[src/rtl/msg_rr_arb_3_to_1.sv]
// rtl/msg_rr_arb_3_to_1.sv - registered 3:1 round-robin message arbiter with bounded burst
// Optional per-source grant counters are enabled by defining MSG_RR_ARB_STATS_EN.
module msg_rr_arb_3_to_1 #(
  parameter int BITWIDTH  = 5,
  parameter int MAX_BURST = 4
) (
  input  logic                sys_clk,
  input  logic                rst,
  input  logic [2:0]          in_valid,
  input  logic [BITWIDTH-1:0] in_data_0,
  input  logic [BITWIDTH-1:0] in_data_1,
  input  logic [BITWIDTH-1:0] in_data_2,
  output logic [2:0]          in_ready,
  output logic                out_valid,
  output logic [BITWIDTH-1:0] out_data,
  input  logic                out_ready,
  output logic [2:0]          out_src
`ifdef MSG_RR_ARB_STATS_EN
  ,
  input  logic                stats_clr,
  output logic [15:0]         grant_cnt_0,
  output logic [15:0]         grant_cnt_1,
  output logic [15:0]         grant_cnt_2
`endif
);

  localparam int CW = $clog2(MAX_BURST + 1);
  localparam logic [CW-1:0] MAX_B = CW'(MAX_BURST);

  logic [1:0]          rr_ptr;
  logic [1:0]          last_src;
  logic [CW-1:0]       burst_cnt;
  logic [2:0]          grant;
  logic [1:0]          grant_idx;
  logic [1:0]          ptr_inc;
  logic [CW-1:0]       burst_next;
  logic [BITWIDTH-1:0] mux_word;
  logic                load;
  logic                xfer;
  logic                others_valid;

  // Rotating priority search starting at rr_ptr.
  always_comb begin
    grant = 3'b000;
    case (rr_ptr)
      2'd1: begin
        if (in_valid[1])      grant = 3'b010;
        else if (in_valid[2]) grant = 3'b100;
        else if (in_valid[0]) grant = 3'b001;
      end
      2'd2: begin
        if (in_valid[2])      grant = 3'b100;
        else if (in_valid[0]) grant = 3'b001;
        else if (in_valid[1]) grant = 3'b010;
      end
      default: begin
        if (in_valid[0])      grant = 3'b001;
        else if (in_valid[1]) grant = 3'b010;
        else if (in_valid[2]) grant = 3'b100;
      end
    endcase
  end

  always_comb begin
    grant_idx = 2'd0;
    if (grant[1]) grant_idx = 2'd1;
    if (grant[2]) grant_idx = 2'd2;
  end

  assign ptr_inc      = (grant_idx == 2'd2) ? 2'd0 : grant_idx + 2'd1;
  assign burst_next   = (grant_idx == last_src) ? burst_cnt + 1'b1 : {{(CW-1){1'b0}}, 1'b1};
  assign others_valid = |(in_valid & ~grant);

  // Reset gates ready so no source sees a handshake that the reset discards.
  assign load     = ~out_valid | out_ready;
  assign in_ready = grant & {3{load & ~rst}};
  assign xfer     = |(in_valid & in_ready);

  assign mux_word = (in_data_0 & {BITWIDTH{grant[0]}})
                  ^ (in_data_1 & {BITWIDTH{grant[1]}})
                  ^ (in_data_2 & {BITWIDTH{grant[2]}});

  always_ff @(posedge sys_clk) begin
    if (rst) begin
      out_valid <= 1'b0;
      out_data  <= '0;
      out_src   <= 3'b000;
      rr_ptr    <= 2'd0;
      burst_cnt <= '0;
      last_src  <= 2'd0;
    end else begin
      if (load) begin
        if (|grant) begin
          out_data  <= mux_word;
          out_src   <= grant;
          out_valid <= 1'b1;
        end else begin
          out_valid <= 1'b0;
        end
      end
      if (xfer) begin
        last_src <= grant_idx;
        // Burst exhausted or nobody else waiting: hand priority to the next source.
        if ((burst_next == MAX_B) || !others_valid) begin
          rr_ptr    <= ptr_inc;
          burst_cnt <= '0;
        end else begin
          rr_ptr    <= grant_idx;
          burst_cnt <= burst_next;
        end
      end
    end
  end

`ifdef MSG_RR_ARB_STATS_EN
  always_ff @(posedge sys_clk) begin
    if (rst || stats_clr) begin
      grant_cnt_0 <= '0;
      grant_cnt_1 <= '0;
      grant_cnt_2 <= '0;
    end else if (xfer) begin
      if (grant[0] && grant_cnt_0 != 16'hFFFF) grant_cnt_0 <= grant_cnt_0 + 16'd1;
      if (grant[1] && grant_cnt_1 != 16'hFFFF) grant_cnt_1 <= grant_cnt_1 + 16'd1;
      if (grant[2] && grant_cnt_2 != 16'hFFFF) grant_cnt_2 <= grant_cnt_2 + 16'd1;
    end
  end
`endif

endmodule

[config.mk]
export PLATFORM = sky130hd
export DESIGN_NAME = msg_rr_arb_3_to_1
export DESIGN_NICKNAME = d
export VERILOG_FILES = /design/src/rtl/msg_rr_arb_3_to_1.sv
export SDC_FILE = /design/constraint.sdc
export NUM_CORES = 1
export LEC_CHECK = 0
export ABC_AREA = 1
export CAP_MARGIN = 10
export CORE_ASPECT_RATIO = 0.7
export CORE_MARGIN = 2
export CORE_UTILIZATION = 49
export CTS_CLUSTER_SIZE = 10
export DETAILED_ROUTE_END_ITERATION = 8
export GPL_TIMING_DRIVEN = 0
export PLACE_DENSITY = 0.89
export SKIP_LAST_GASP = 1
export SYNTH_ARGS = -nofsm -noshare
export SYNTH_HDL_FRONTEND = slang
export SYNTH_SLANG_ARGS = --single-unit
[constraint.sdc]
create_clock -name sys_clk -period 3.55 [get_ports sys_clk]
set_input_delay 0.8875 -clock sys_clk [delete_from_list [all_inputs] [get_ports sys_clk]]
set_output_delay 0.8875 -clock sys_clk [all_outputs]
set_load 0.02 [all_outputs]
==> results.yml, run 1 <==
outcome:
  status: "completed"
worst_setup_path:
  cpMaxStageDelayCell: "clkdlybuf4s50_1"
  crit_path_start_kind: "input port"
  crit_fanout: 7
  crit_path_end_kind: "output pin"
  worstPathCellList: "clkdlybuf4s50_1 -> o21ai_2 -> nand3_4 -> nor2_1 -> clkdlybuf4s50_1"
  path_class: "in -> out"
  cp.buffers_inverters: 2
  critical-path-max-stage-delay_ns: 0.63
  crit_required_ns: 2.66
  cp.arrival_ns: 2.56
  timing.critical_path.mode_cell: "clkdlybuf4s50_1"
  crit_family: "buffers and inverters"
yosys:
  ys.flop_type: "dfxtp_1"
  synth_warnings: 0
  yosysTopAreaCell: "dfxtp_1"
  yosysMostFrequentCell: "nand2_1"
  ys_types: 27
  syn_inst: 138
  netlist.area_leader.share: 0.298
  synth_top_family_by_area: "simple AND/OR/NAND/NOR gates"
  syn_nets: 162
  ys_ff_latch: 16
  synth-xor-area-share: 0.0488
  syn_avg_cell_area_um2: 7.80
  syn_area_mm2: 0.00108
  synth_area_leaders: "dfxtp_1 30%, nand2_4 7.3%, nand2_1 6.6%"
  synth-simple-area-share: 0.360
  synth_common_cells: "19 x nand2_1, 16 x dfxtp_1, 13 x inv_1, 11 x a21oi_1, 11 x nand3_1"
  synthAdderAreaFrac: 0.0349
  synth_compound_area_frac: 0.157
  ys_async_sr_fraction: 0
  synth_edf_count: 0
  synth.area.mux_share: 0
  ys_seq_area_frac: 0.298
clock_tree:
  ctsHoldBuffers: 0
  cts_root_buf: "clkbuf_4"
  cts_max_level: 1
  clk_pin_slew_ns: 0.09
  cts_tree: "built"
  cts-buffers-inserted: 3
  post-cts-setup-buffers: 0
  clk_path_buf_depth: 2
  clk_latency_ns: 0.29
  cts_resized: 0
  cts_sinks: 16
routing:
  num_vias: 1031
  postRouteAntennaNets: 0
  wl_per_cell_um: 13.5
  vias_per_cell: 5.03
  drtPass1Iterations: 4
  routed_wl_mm: 2.77
  drc_errors: 0
  drt-initial-drc-count: 38
sta:
  finalCritPeriodShare: 0.971
  tns_ns: 0
  setup_violations: 0
  hold_viol: 0
  clock.fmax_mhz: 290
  fin_skew_ns: 0.00567
  slew_violations: 0
  worstMarginPinSlew_ns: 0.595
  rsz0062_at_grt: "false"
  maxSlewHeadroom: 0.602
  period_needed_ns: 3.45
cells_and_area:
  design_area_mm2: 0.00146
  instances_no_fill: 205
  fillers: 191
  multi_input_comb_area_um2: 647
  drive_above_1_share: 0.197
  nets: 198
  diodes: 0
  area_delta_synth_final_pct: 35.9
  regArea_um2: 320
global_routing:
  met2_usage: 0.413
  grt_use_met1: 0.320
  grt_use_met3: 0.0366
  busiest_layer: "met2"
  grt-ovfl-total: 0
  grt_pass1_vias: 1045
  track_usage: 0.240
  antenna_found_initial: 0
  grt_pass1_wl_mm: 4.67
  grt_max_degree: 11
power:
  clkPwrFrac: 0.101
  swShare: 0.480
  power_frac_seq: 0.243
  ir_worst_vdd_mv: 0.459
  p_switching_w: 0.000580
  p_leak_nw: 0.611
  internal_power_w: 0.000628
  p_comb_frac: 0.656
  cellPowerDensity_mw_per_mm2: 826
run:
  drv_cap: 0
placed_design:
  gp_congestion: 0.789
  placedInstanceArea_mm2: 0.00143
  port_buffers: 31
  dp_cells: 201
  dp_hpwl_mm: 2.17
die:
  placementRows: 14
  io_pins: 33
  die_w_um: 60.0
  core_mm2: 0.00212
  die-area_mm2: 0.00259
  die_h_um: 43.2
  start_util: 0.508
worst_hold_path:
  min_path_type: "reg -> reg"
[state kept, by name, indices dropped and copies added, names as in the netlist]
| name | cells |
|---|---|
| burst_cnt | 3 |
| last_src | 2 |
| out_data | 5 |
| out_src | 3 |
| out_valid | 1 |
| rr_ptr | 2 |
[worst paths after layout]
check / to / slack, ns / cells after the start / start
setup reg to reg: out_data[4] / 1.38 / 13 / rr_ptr[0]
hold / removal: out_src[2] / 0.47 / 2 / out_src[2]
setup / recovery: in_ready[2] / 0.10 / 5 / in_valid[0]
hold reg to reg: out_src[2] / 0.47 / 2 / out_src[2]
[area by class of cell]
type                    count  area share
multi-input cells          99       0.442
flip-flops and latches     16       0.219
repair buffers             31       0.212
inverters                  20      0.0565
well taps                  32      0.0274
clock buffers               4      0.0248
plain buffers               3      0.0180
[through the flow]
step	hold slack (ns)	total power (W)	utilization	setup slack, ns
finish	0.472	0.00121	0.690	0.102
global route	0.516	0.00129	0.690	0.0257
CTS	0.477	0.00122	0.690	0.104
detailed placement	0.460	0.00109	0.673	0.127
global placement	0.454	0.00105	0.673	0.133
floorplan	0.441	0.000852	-	1.01
[metal layers]
layer / wire, um / part of all wire
met1: 1300 / 0.47
met4: 21 / 0.0076
met2: 1380 / 0.50
met3: 73 / 0.026
met5: 0 / 0
[power by group through the flow]
| stage | Sequential [W] | Combinational [W] | Clock (W) |
|---|---|---|---|
| floorplan | 0.000348 | 0.000504 | 0 |
| global placement | 0.000290 | 0.000760 | 0 |
| detailed placement | 0.000298 | 0.000787 | 0 |
| CTS | 0.000295 | 0.000793 | 0.000127 |
| global route | 0.000301 | 0.000857 | 0.000134 |
| finish | 0.000294 | 0.000792 | 0.000122 |
[tightest hold or removal path: stages, from the launching register on]
cell	delay, ns
dfxtp_1	0.32
nand3_1	0.07
nand2_1	0.04
[cell usage in the layout (no fill, tap or decap), drive strengths merged]
cell / n
nor2: 15
o31ai: 1
clkinv: 1
a22oi: 5
o21ai: 8
nand2: 29
o211ai: 1
clkbuf: 5
nand3: 14
clkdlybuf4s50: 31
ha: 3
dfxtp: 16
a21oi: 12
a31o: 1
nand4: 4
buf: 2
xnor2: 6
inv: 19
[cells by family (layout without fill, tap and decap cells)]
| logic type | after synthesis | after routing |
|---|---|---|
| simple gates | 62 | 62 |
| compound gates | 28 | 28 |
| buf+inv | 23 | 58 |
| flops | 16 | 16 |
| xor+xnor | 6 | 6 |
| fa+ha+maj | 3 | 3 |
Power figures use the tool's default switching activity.
==> inputs of run 2 (changes only) <==
--- a/config.mk
+++ b/config.mk
@@ -14,6 +14,7 @@
 export DETAILED_ROUTE_END_ITERATION = 8
 export GPL_TIMING_DRIVEN = 0
 export PLACE_DENSITY = 0.89
+export SETUP_SLACK_MARGIN = 0.4
 export SKIP_LAST_GASP = 1
 export SYNTH_ARGS = -nofsm -noshare
 export SYNTH_HDL_FRONTEND = slang
==> run 2 against run 1 <==
Against the previous run: register-to-register slack better by 0.02 ns; first-iteration DRC count unchanged; worst hold slack about the same; largest power group unchanged; non-clock buffer count unchanged; combinational power down 0.9%; sequential cell count unchanged; setup slack better by 0.44 ns; count of clock-buffer cells in the layout unchanged; power down 0.61%; highest routed layer unchanged; critical path type unchanged; routed wire length unchanged; via count down 0.87%; critical path depth unchanged.
==> results.yml, run 2 (same netlist as run 1, synthesis figures left out) <==
clock_tree:
  clk_latency_ns: 0.29
  cts-buffers-inserted: 3
  cts_max_level: 1
  clk_pin_slew_ns: 0.09
  clk_path_buf_depth: 2
  ctsHoldBuffers: 0
  cts_tree: "built"
  cts_root_buf: "clkbuf_4"
  cts_sinks: 16
cells_and_area:
  nets: 198
  largestRegisters: "out_data (5), burst_cnt (3), out_src (3)"
  instances_no_fill: 205
  layout_commonest_cell: "clkdlybuf4s50_1"
  area_delta_synth_final_pct: 34.5
  mostFrequentLayoutCells: "28 x clkdlybuf4s50_1, 19 x nand2_1, 16 x dfxtp_1, 13 x inv_1"
  design_area_mm2: 0.00145
  drive_above_1_share: 0.214
  diodes: 0
  regMostFlops: "out_data"
  largest_reg_flops: 5
sta:
  setup_violations: 0
  rsz0062_at_grt: "false"
  period_needed_ns: 3.01
  hold_viol: 0
  fin_skew_ns: 0.00595
  finalCritPeriodShare: 0.848
  slew_violations: 0
  tns_ns: 0
  clock.fmax_mhz: 332
  maxSlewHeadroom: 0.605
  worstMarginPinSlew_ns: 0.590
die:
  core_mm2: 0.00212
  io_pins: 33
  die_h_um: 43.2
  die_w_um: 60.0
  die-area_mm2: 0.00259
  start_util: 0.508
  placementRows: 14
routing:
  postRouteAntennaNets: 0
  drt-initial-drc-count: 38
  vias_per_cell: 4.99
  drc_errors: 0
  num_vias: 1022
  wl_per_cell_um: 13.5
  routed_wl_mm: 2.77
  drtPass1Iterations: 4
placed_design:
  placedInstanceArea_mm2: 0.00143
  dp_hpwl_mm: 2.17
  dp_cells: 201
  port_buffers: 31
  gp_congestion: 0.789
worst_setup_path:
  crit_required_ns: 2.66
  cp.arrival_ns: 2.12
  crit_path_start_kind: "input port"
  path_class: "in -> out"
  crit_path_end_kind: "output pin"
  timing.rr.start: "rr_ptr[0]"
  critPathLaunch: "in_valid[0]"
  cpMaxStageDelayCell: "clkdlybuf4s50_1"
  crit_fanout: 7
  critical-path-max-stage-delay_ns: 0.51
  worstPathCellList: "clkdlybuf4s50_1 -> o21ai_2 -> nand3_4 -> nor2_1 -> clkbuf_2"
global_routing:
  track_usage: 0.240
  antenna_found_initial: 0
  grt_max_degree: 11
  grt_pass1_vias: 1045
  grt_pass1_wl_mm: 4.67
  grt-ovfl-total: 0
worst_hold_path:
  min_path_type: "reg -> reg"
  hold_start: "out_src[2]"
power:
  ir_worst_vdd_mv: 0.459
  p_leak_nw: 0.614
  power_w: 0.00120
  cellPowerDensity_mw_per_mm2: 829
run:
  drv_cap: 0
outcome:
  status: "completed"
## run 2: area by class of cell
class,count,area [um^2]
inverters,20,82.6
flip-flops and latches,16,320
fillers,194,672
multi-input cells,99,647
clock buffers,4,36.3
well taps,32,40.0
repair buffers,31,295
plain buffers,3,26.3
## run 2: timing repair
item                                    4_1_cts  5_1_grt
gates resized for setup                       3        6
endpoints found under the setup margin        3        3
endpoints found under the hold margin         0        0
buffers inserted                              0        0
## run 2: critical path: cells and delay by family
| family | cells | cell delay [ns] |
|---|---|---|
| buffers and inverters | 2 | 0.70 |
| AND/OR/NAND/NOR | 2 | 0.33 |
| AO/OA/AOI/OAI | 1 | 0.20 |
## run 2: final timing paths
check,slack (ns),endpoint,cells past startpoint
worst min-delay path,0.47,out_src[2],2
worst max register to register,1.40,out_data[4],15
worst min register to register,0.47,out_src[2],2
worst max-delay path,0.54,in_ready[2],5
## run 2: metal layers
layer,share of wire,vias up,wire length (um),track usage
met5,0,-,0,0
met4,0.0069,0,19,0.0400
met3,0.028,2,78,0.0366
met2,0.49,20,1370,0.413
met1,0.47,469,1310,0.320
li1,-,531,-,-
## run 2: through the flow
step	worst slack [ns]	hold WS, ns	util
after floorplan	1.01	0.441	-
after global placement	0.133	0.454	0.673
after detailed placement	0.127	0.460	0.673
after CTS	0.385	0.477	0.688
after global routing	0.468	0.516	0.683
final	0.539	0.473	0.683
## run 2: power by group
part | leakage, nW | switching, W | internal, W
sequential | 0.132 | 0.0000456 | 0.000248
clock | 0.0210 | 0.0000591 | 0.0000625
combinational | 0.461 | 0.000475 | 0.000310
total | 0.614 | 0.000579 | 0.000621
==> inputs of run 3 (changes only) <==
--- a/config.mk
+++ b/config.mk
@@ -9,11 +9,11 @@
 export CAP_MARGIN = 10
 export CORE_ASPECT_RATIO = 0.7
 export CORE_MARGIN = 2
-export CORE_UTILIZATION = 49
+export CORE_UTILIZATION = 46
 export CTS_CLUSTER_SIZE = 10
 export DETAILED_ROUTE_END_ITERATION = 8
 export GPL_TIMING_DRIVEN = 0
-export PLACE_DENSITY = 0.89
+export PLACE_DENSITY = 0.85
 export SETUP_SLACK_MARGIN = 0.4
 export SKIP_LAST_GASP = 1
 export SYNTH_ARGS = -nofsm -noshare
==> constraint.sdc (replaced) <==
create_clock -name sys_clk -period 2.95 [get_ports sys_clk]
set_input_delay 0.7375 -clock sys_clk [delete_from_list [all_inputs] [get_ports sys_clk]]
set_output_delay 0.7375 -clock sys_clk [all_outputs]
set_load 0.02 [all_outputs]
==> run 3 against run 2 <==
Against the previous run: routed wire length is 1.5% higher; clock power is 20% higher; sequential power is 20% higher; setup slack worse by 0.063 ns; critical path depth is 1 higher; combinational power is 26% higher; non-clock buffer count is 1 higher; power is 24% higher; worst hold slack better by 0.0028 ns; critical path type unchanged; count of clock-buffer cells in the layout stayed put.
==> results.yml, run 3 (same netlist as run 1, synthesis figures left out) <==
cells_and_area:
  area_delta_synth_final_pct: 40.2
  drive_above_1_share: 0.276
  fin_util: 0.689
  nets: 199
  regMostFlops: "out_data"
  largestRegisters: "out_data (5), burst_cnt (3), out_src (3)"
  fillers: 195
  layout_commonest_cell: "clkdlybuf4s50_1"
  mostFrequentLayoutCells: "25 x clkdlybuf4s50_1, 18 x nand2_1, 15 x dfxtp_1, 12 x inv_1, 11 x a21oi_1"
  diodes: 0
  largest_reg_flops: 5
routing:
  wl_per_cell_um: 13.7
  drtPass1Iterations: 4
  drc_errors: 0
  num_vias: 1069
  routed_wl_mm: 2.81
  vias_per_cell: 5.19
  drt-initial-drc-count: 52
  postRouteAntennaNets: 0
global_routing:
  track_usage: 0.218
  grt_max_degree: 11
  antenna_found_initial: 0
  grt_pass1_vias: 982
  grt_pass1_wl_mm: 4.41
  grt-ovfl-total: 0
clock_tree:
  cts_sinks: 16
  ctsHoldBuffers: 0
  cts_max_level: 1
  cts_tree: "built"
  clk_latency_ns: 0.29
  cts_root_buf: "clkbuf_4"
  cts-buffers-inserted: 3
  clk_path_buf_depth: 2
  clk_pin_slew_ns: 0.09
worst_setup_path:
  crit_fanout: 4
  path_class: "in -> out"
  crit_path_end_kind: "output pin"
  crit_required_ns: 2.21
  cp.arrival_ns: 1.74
  crit_path_start_kind: "input port"
outcome:
  status: "completed"
die:
  core_mm2: 0.00219
  die_h_um: 44.5
  die-area_mm2: 0.00275
  io_pins: 33
  start_util: 0.491
  die_w_um: 61.8
  placementRows: 14
sta:
  clock.fmax_mhz: 404
  period_needed_ns: 2.47
  slew_violations: 0
  fin_skew_ns: 0.00257
  hold_viol: 0
  finalCritPeriodShare: 0.839
  worstMarginPinSlew_ns: 0.651
  worst_slack_ns: 0.476
  setup_violations: 0
  rsz0062_at_grt: "true"
  tns_ns: 0
  maxSlewHeadroom: 0.564
power:
  ir_worst_vdd_mv: 0.587
  cellPowerDensity_mw_per_mm2: 989
  p_leak_nw: 0.630
placed_design:
  dp_slack_ns: -0.183
  port_buffers: 31
  gp_congestion: 0.824
  dp_hpwl_mm: 2.10
worst_hold_path:
  min_path_type: "reg -> reg"
run:
  drv_cap: 0
[run 3: cell count changes in the layout (fill, tap and decap cells not counted), sizes merged]
cell / before / now
clkbuf: 8 / 5
buf: 2 / 6
clkdlybuf4s50: 28 / 25
dlygate4sd2: 0 / 3
[run 3: per-stage QoR]
step	cells	cell area (um^2)	hold WS (ns)	power [W]
after global placement	201	1430	0.455	0.00127
after CTS	205	1450	0.482	0.00145
after global routing	206	1510	0.514	0.00160
after detailed placement	201	1430	0.466	0.00130
final	206	1510	0.475	0.00149
after floorplan	138	1080	0.441	0.00103
[run 3: timing repair]
| item | CTS | global route |
|---|---|---|
| pin swaps | 0 | 4 |
| endpoints found under the setup margin | 3 | 3 |
| buffers inserted | 0 | 1 |
| resized for setup | 18 | 16 |
[run 3: layout make-up]
cell class | instances | area [um^2] | share of cell area
clock buffers | 4 | 36.3 | 0.0240
well taps | 32 | 40.0 | 0.0265
plain buffers | 3 | 26.3 | 0.0174
multi-input cells | 99 | 684 | 0.454
repair buffers | 32 | 318 | 0.211
flip-flops and latches | 16 | 322 | 0.213
inverters | 20 | 82.6 | 0.0547
[run 3: power breakdown]
group | internal [W] | total (W) | switching (W) | leakage [nW]
clock network | 0.0000752 | 0.000147 | 0.0000715 | 0.0210
logic | 0.000399 | 0.000991 | 0.000592 | 0.477
registers | 0.000300 | 0.000354 | 0.0000547 | 0.132
[run 3: worst paths after layout]
kind,startpoint,end,slack (ns),cells past startpoint
setup / recovery,out_ready,in_ready[2],0.48,6
setup reg to reg,rr_ptr[0],out_src[1],0.87,15
hold reg to reg,out_src[2],out_src[2],0.48,2
hold / removal,out_src[2],out_src[2],0.48,2
[run 3: metal layers]
metal	vias up	global-route usage	share of wire
li1	532	-	-
met5	-	0	0
met4	0	0.0638	0.016
met2	33	0.345	0.48
met1	496	0.281	0.44
met3	8	0.0760	0.062
[run 3: worst max-delay path, cell delays in order]
cell,delay (ns)
clkdlybuf4s50_1,0.42
nor2_2,0.16
nor2_2,0.06
inv_2,0.17
nor2_4,0.06
buf_6,0.13
==> RTL edit: new RTL, settings of run 2 <==
The option `MSG_RR_ARB_STATS_EN` is turned on by a define.
--- a/src/rtl/msg_rr_arb_3_to_1.sv
+++ b/src/rtl/msg_rr_arb_3_to_1.sv
@@ -1,5 +1,7 @@
 // rtl/msg_rr_arb_3_to_1.sv - registered 3:1 round-robin message arbiter with bounded burst
 // Optional per-source grant counters are enabled by defining MSG_RR_ARB_STATS_EN.
+`define MSG_RR_ARB_STATS_EN
+
 module msg_rr_arb_3_to_1 #(
   parameter int BITWIDTH  = 5,
   parameter int MAX_BURST = 4
Ports: changed (added grant_cnt_0, grant_cnt_1, grant_cnt_2 and stats_clr); port bits go from 33 to 82. The function was not compared with the original's and may differ.
==> RTL edit against run 2 <==
  * Routed wire length grew to 3.5 times the old value
  * Setup slack lost 0.066 ns
  * Sequential cell count up 48
  * Synthesized area increased to 3.3 times the old value
  * Total power is 100% higher
  * Combinational power rose by 27%
  * Design area rose to 3.2 times the old value
  * Die area grew to 3.1 times the old value
  * Largest cell class unchanged
==> RTL edit: results (changes against run 2) <==
Parameter                              Value

CTS
  Clock Root Buffer    sky130_fd_sc_hd__clkbuf_8
  CTS H-tree depth    3 (+2)
  # resized after CTS    9 (+6)
  Number of buffers created by CTS    9 (+6)
  Insertion delay of the later-clocked pin in the worst-skew pair    0.35 ns (+0.06 ns)
  Number of setup buffers added after CTS    2 (+2)

Drt
  Total length of routed met3 wires    677 µm (+770%)
  DRT iter0 DRCs    255 (+570%)
  Wire length on met1    4.289 mm (+230%)
  Via-per-instance ratio    5.390 (+8.1%)
  Routed WL    9.746 mm (+250%)
  Detailed-routing iteration count for the pre-antenna-repair pass    5 (+1)
  Detail Route met2 WL    4.551 mm (+230%)

Place
  Final HPWL DP    7.282 mm (+230%)
  Count of port buffers added during placement    79 (+150%)
  Placed Cells    668 (+230%)
  Post-placement cell area    4474 µm² (+210%)
  Gp weighted congestion    0.9459 (+20%)

Yosys
  Synth top area cells    sky130_fd_sc_hd__dfxtp_1, sky130_fd_sc_hd__nand2_1, sky130_fd_sc_hd__inv_1
  Most instantiated cells after synthesis    sky130_fd_sc_hd__nand2_1, sky130_fd_sc_hd__dfxtp_1, sky130_fd_sc_hd__inv_1
  Fraction of the yosys area taken by sequential cells    35.93% (+6.2 points)
  Number of nets in the synthesized netlist    523 (+220%)
  Compound-gate portion of the synthesized area    12.21% (-3.5 points)
  Synthesized area divided by synthesized cell count    7.204 µm² (-7.6%)
  Number of storage elements in the synthesis netlist    64 (+48)

Timing
  Relative slew slack    49.61% (-11 points)
  Max Clock Skew    0.009665 ns (+0.003715 ns)

Status
  Run status    completed

Finish
  Fraction of area in multi-input gates    42.23% (-2.5 points)
  Layout cell share with drive strength beyond 1    11.34% (-10 points)
  NonClk Buf Share    18.55% (-3.7 points)
  Non-clock buffer total of the final layout    91 (+170%)
  Inverters, non-clock    66 (+230%)
  Count of multi-input combinational gates    355 (+260%)
  Layout Cell Area excl Fill    4687 µm² (+220%)
  Number of nets in the layout    615 (+210%)
  Number of inserted filler cells in the final layout    554 (+190%)
  Final clock-cell share    3.978% (+1.5 points)
  Sequential fraction of total cell area    27.34% (+5.2 points)

Pwr
  Maximum VDD drop    274.4 µV (-40%)
  Leakage    1.767 nW (+190%)
  Switching power    0.9536 mW (+65%)

Worst setup path
  Kind of cell adding the most delay to the critical path    buffers and inverters
  Highest fanout seen on the critical path    4 (-3)
  Peak per-stage delay on the critical path    0.45 ns (-0.06 ns)
  Crit path arrival time    2.19 ns (+0.07 ns)

Global route
  Global-route met1 utilization    32.89% (+0.92 points)
  Global Route met3 Usage    5.304% (+1.6 points)
  Wire length of the first global-routing pass    15.56 mm (+230%)
  Vias in the first global route    3354 (+220%)
  Met2 Usage GRT    40.86% (-0.44 points)

Floorplan
  Placeable core area    6913 µm² (+230%)
RTL edit: cell count changes in the layout (fill, tap and decap cells not counted), sizes merged, moves of 23 or more:
cell / before / now
nor2: 15 / 42
nand2: 29 / 129
clkdlybuf4s50: 28 / 74
o21ai: 8 / 31
a21oi: 12 / 42
dfxtp: 16 / 64
inv: 19 / 66
RTL edit: power groups by stage:
stage / Clock (mW) / Sequential, mW / Combinational, mW
2_1_floorplan: 0 / 0.887 / 0.648
3_3_place_gp: 0 / 0.839 / 0.930
3_5_place_dp: 0 / 0.843 / 0.972
4_1_cts: 0.616 / 0.827 / 0.983
5_1_grt: 0.655 / 0.835 / 1.08
6_report: 0.607 / 0.828 / 0.997
RTL edit: path summary, 6_finish.rpt:
path                                  from             end  slack (ns)
worst min register to register  out_src[2]      out_src[2]        0.47
worst max register to register   rr_ptr[0]  grant_cnt_0[9]        1.32
worst max-delay path             out_ready     in_ready[1]        0.47
worst min-delay path            out_src[2]      out_src[2]        0.47
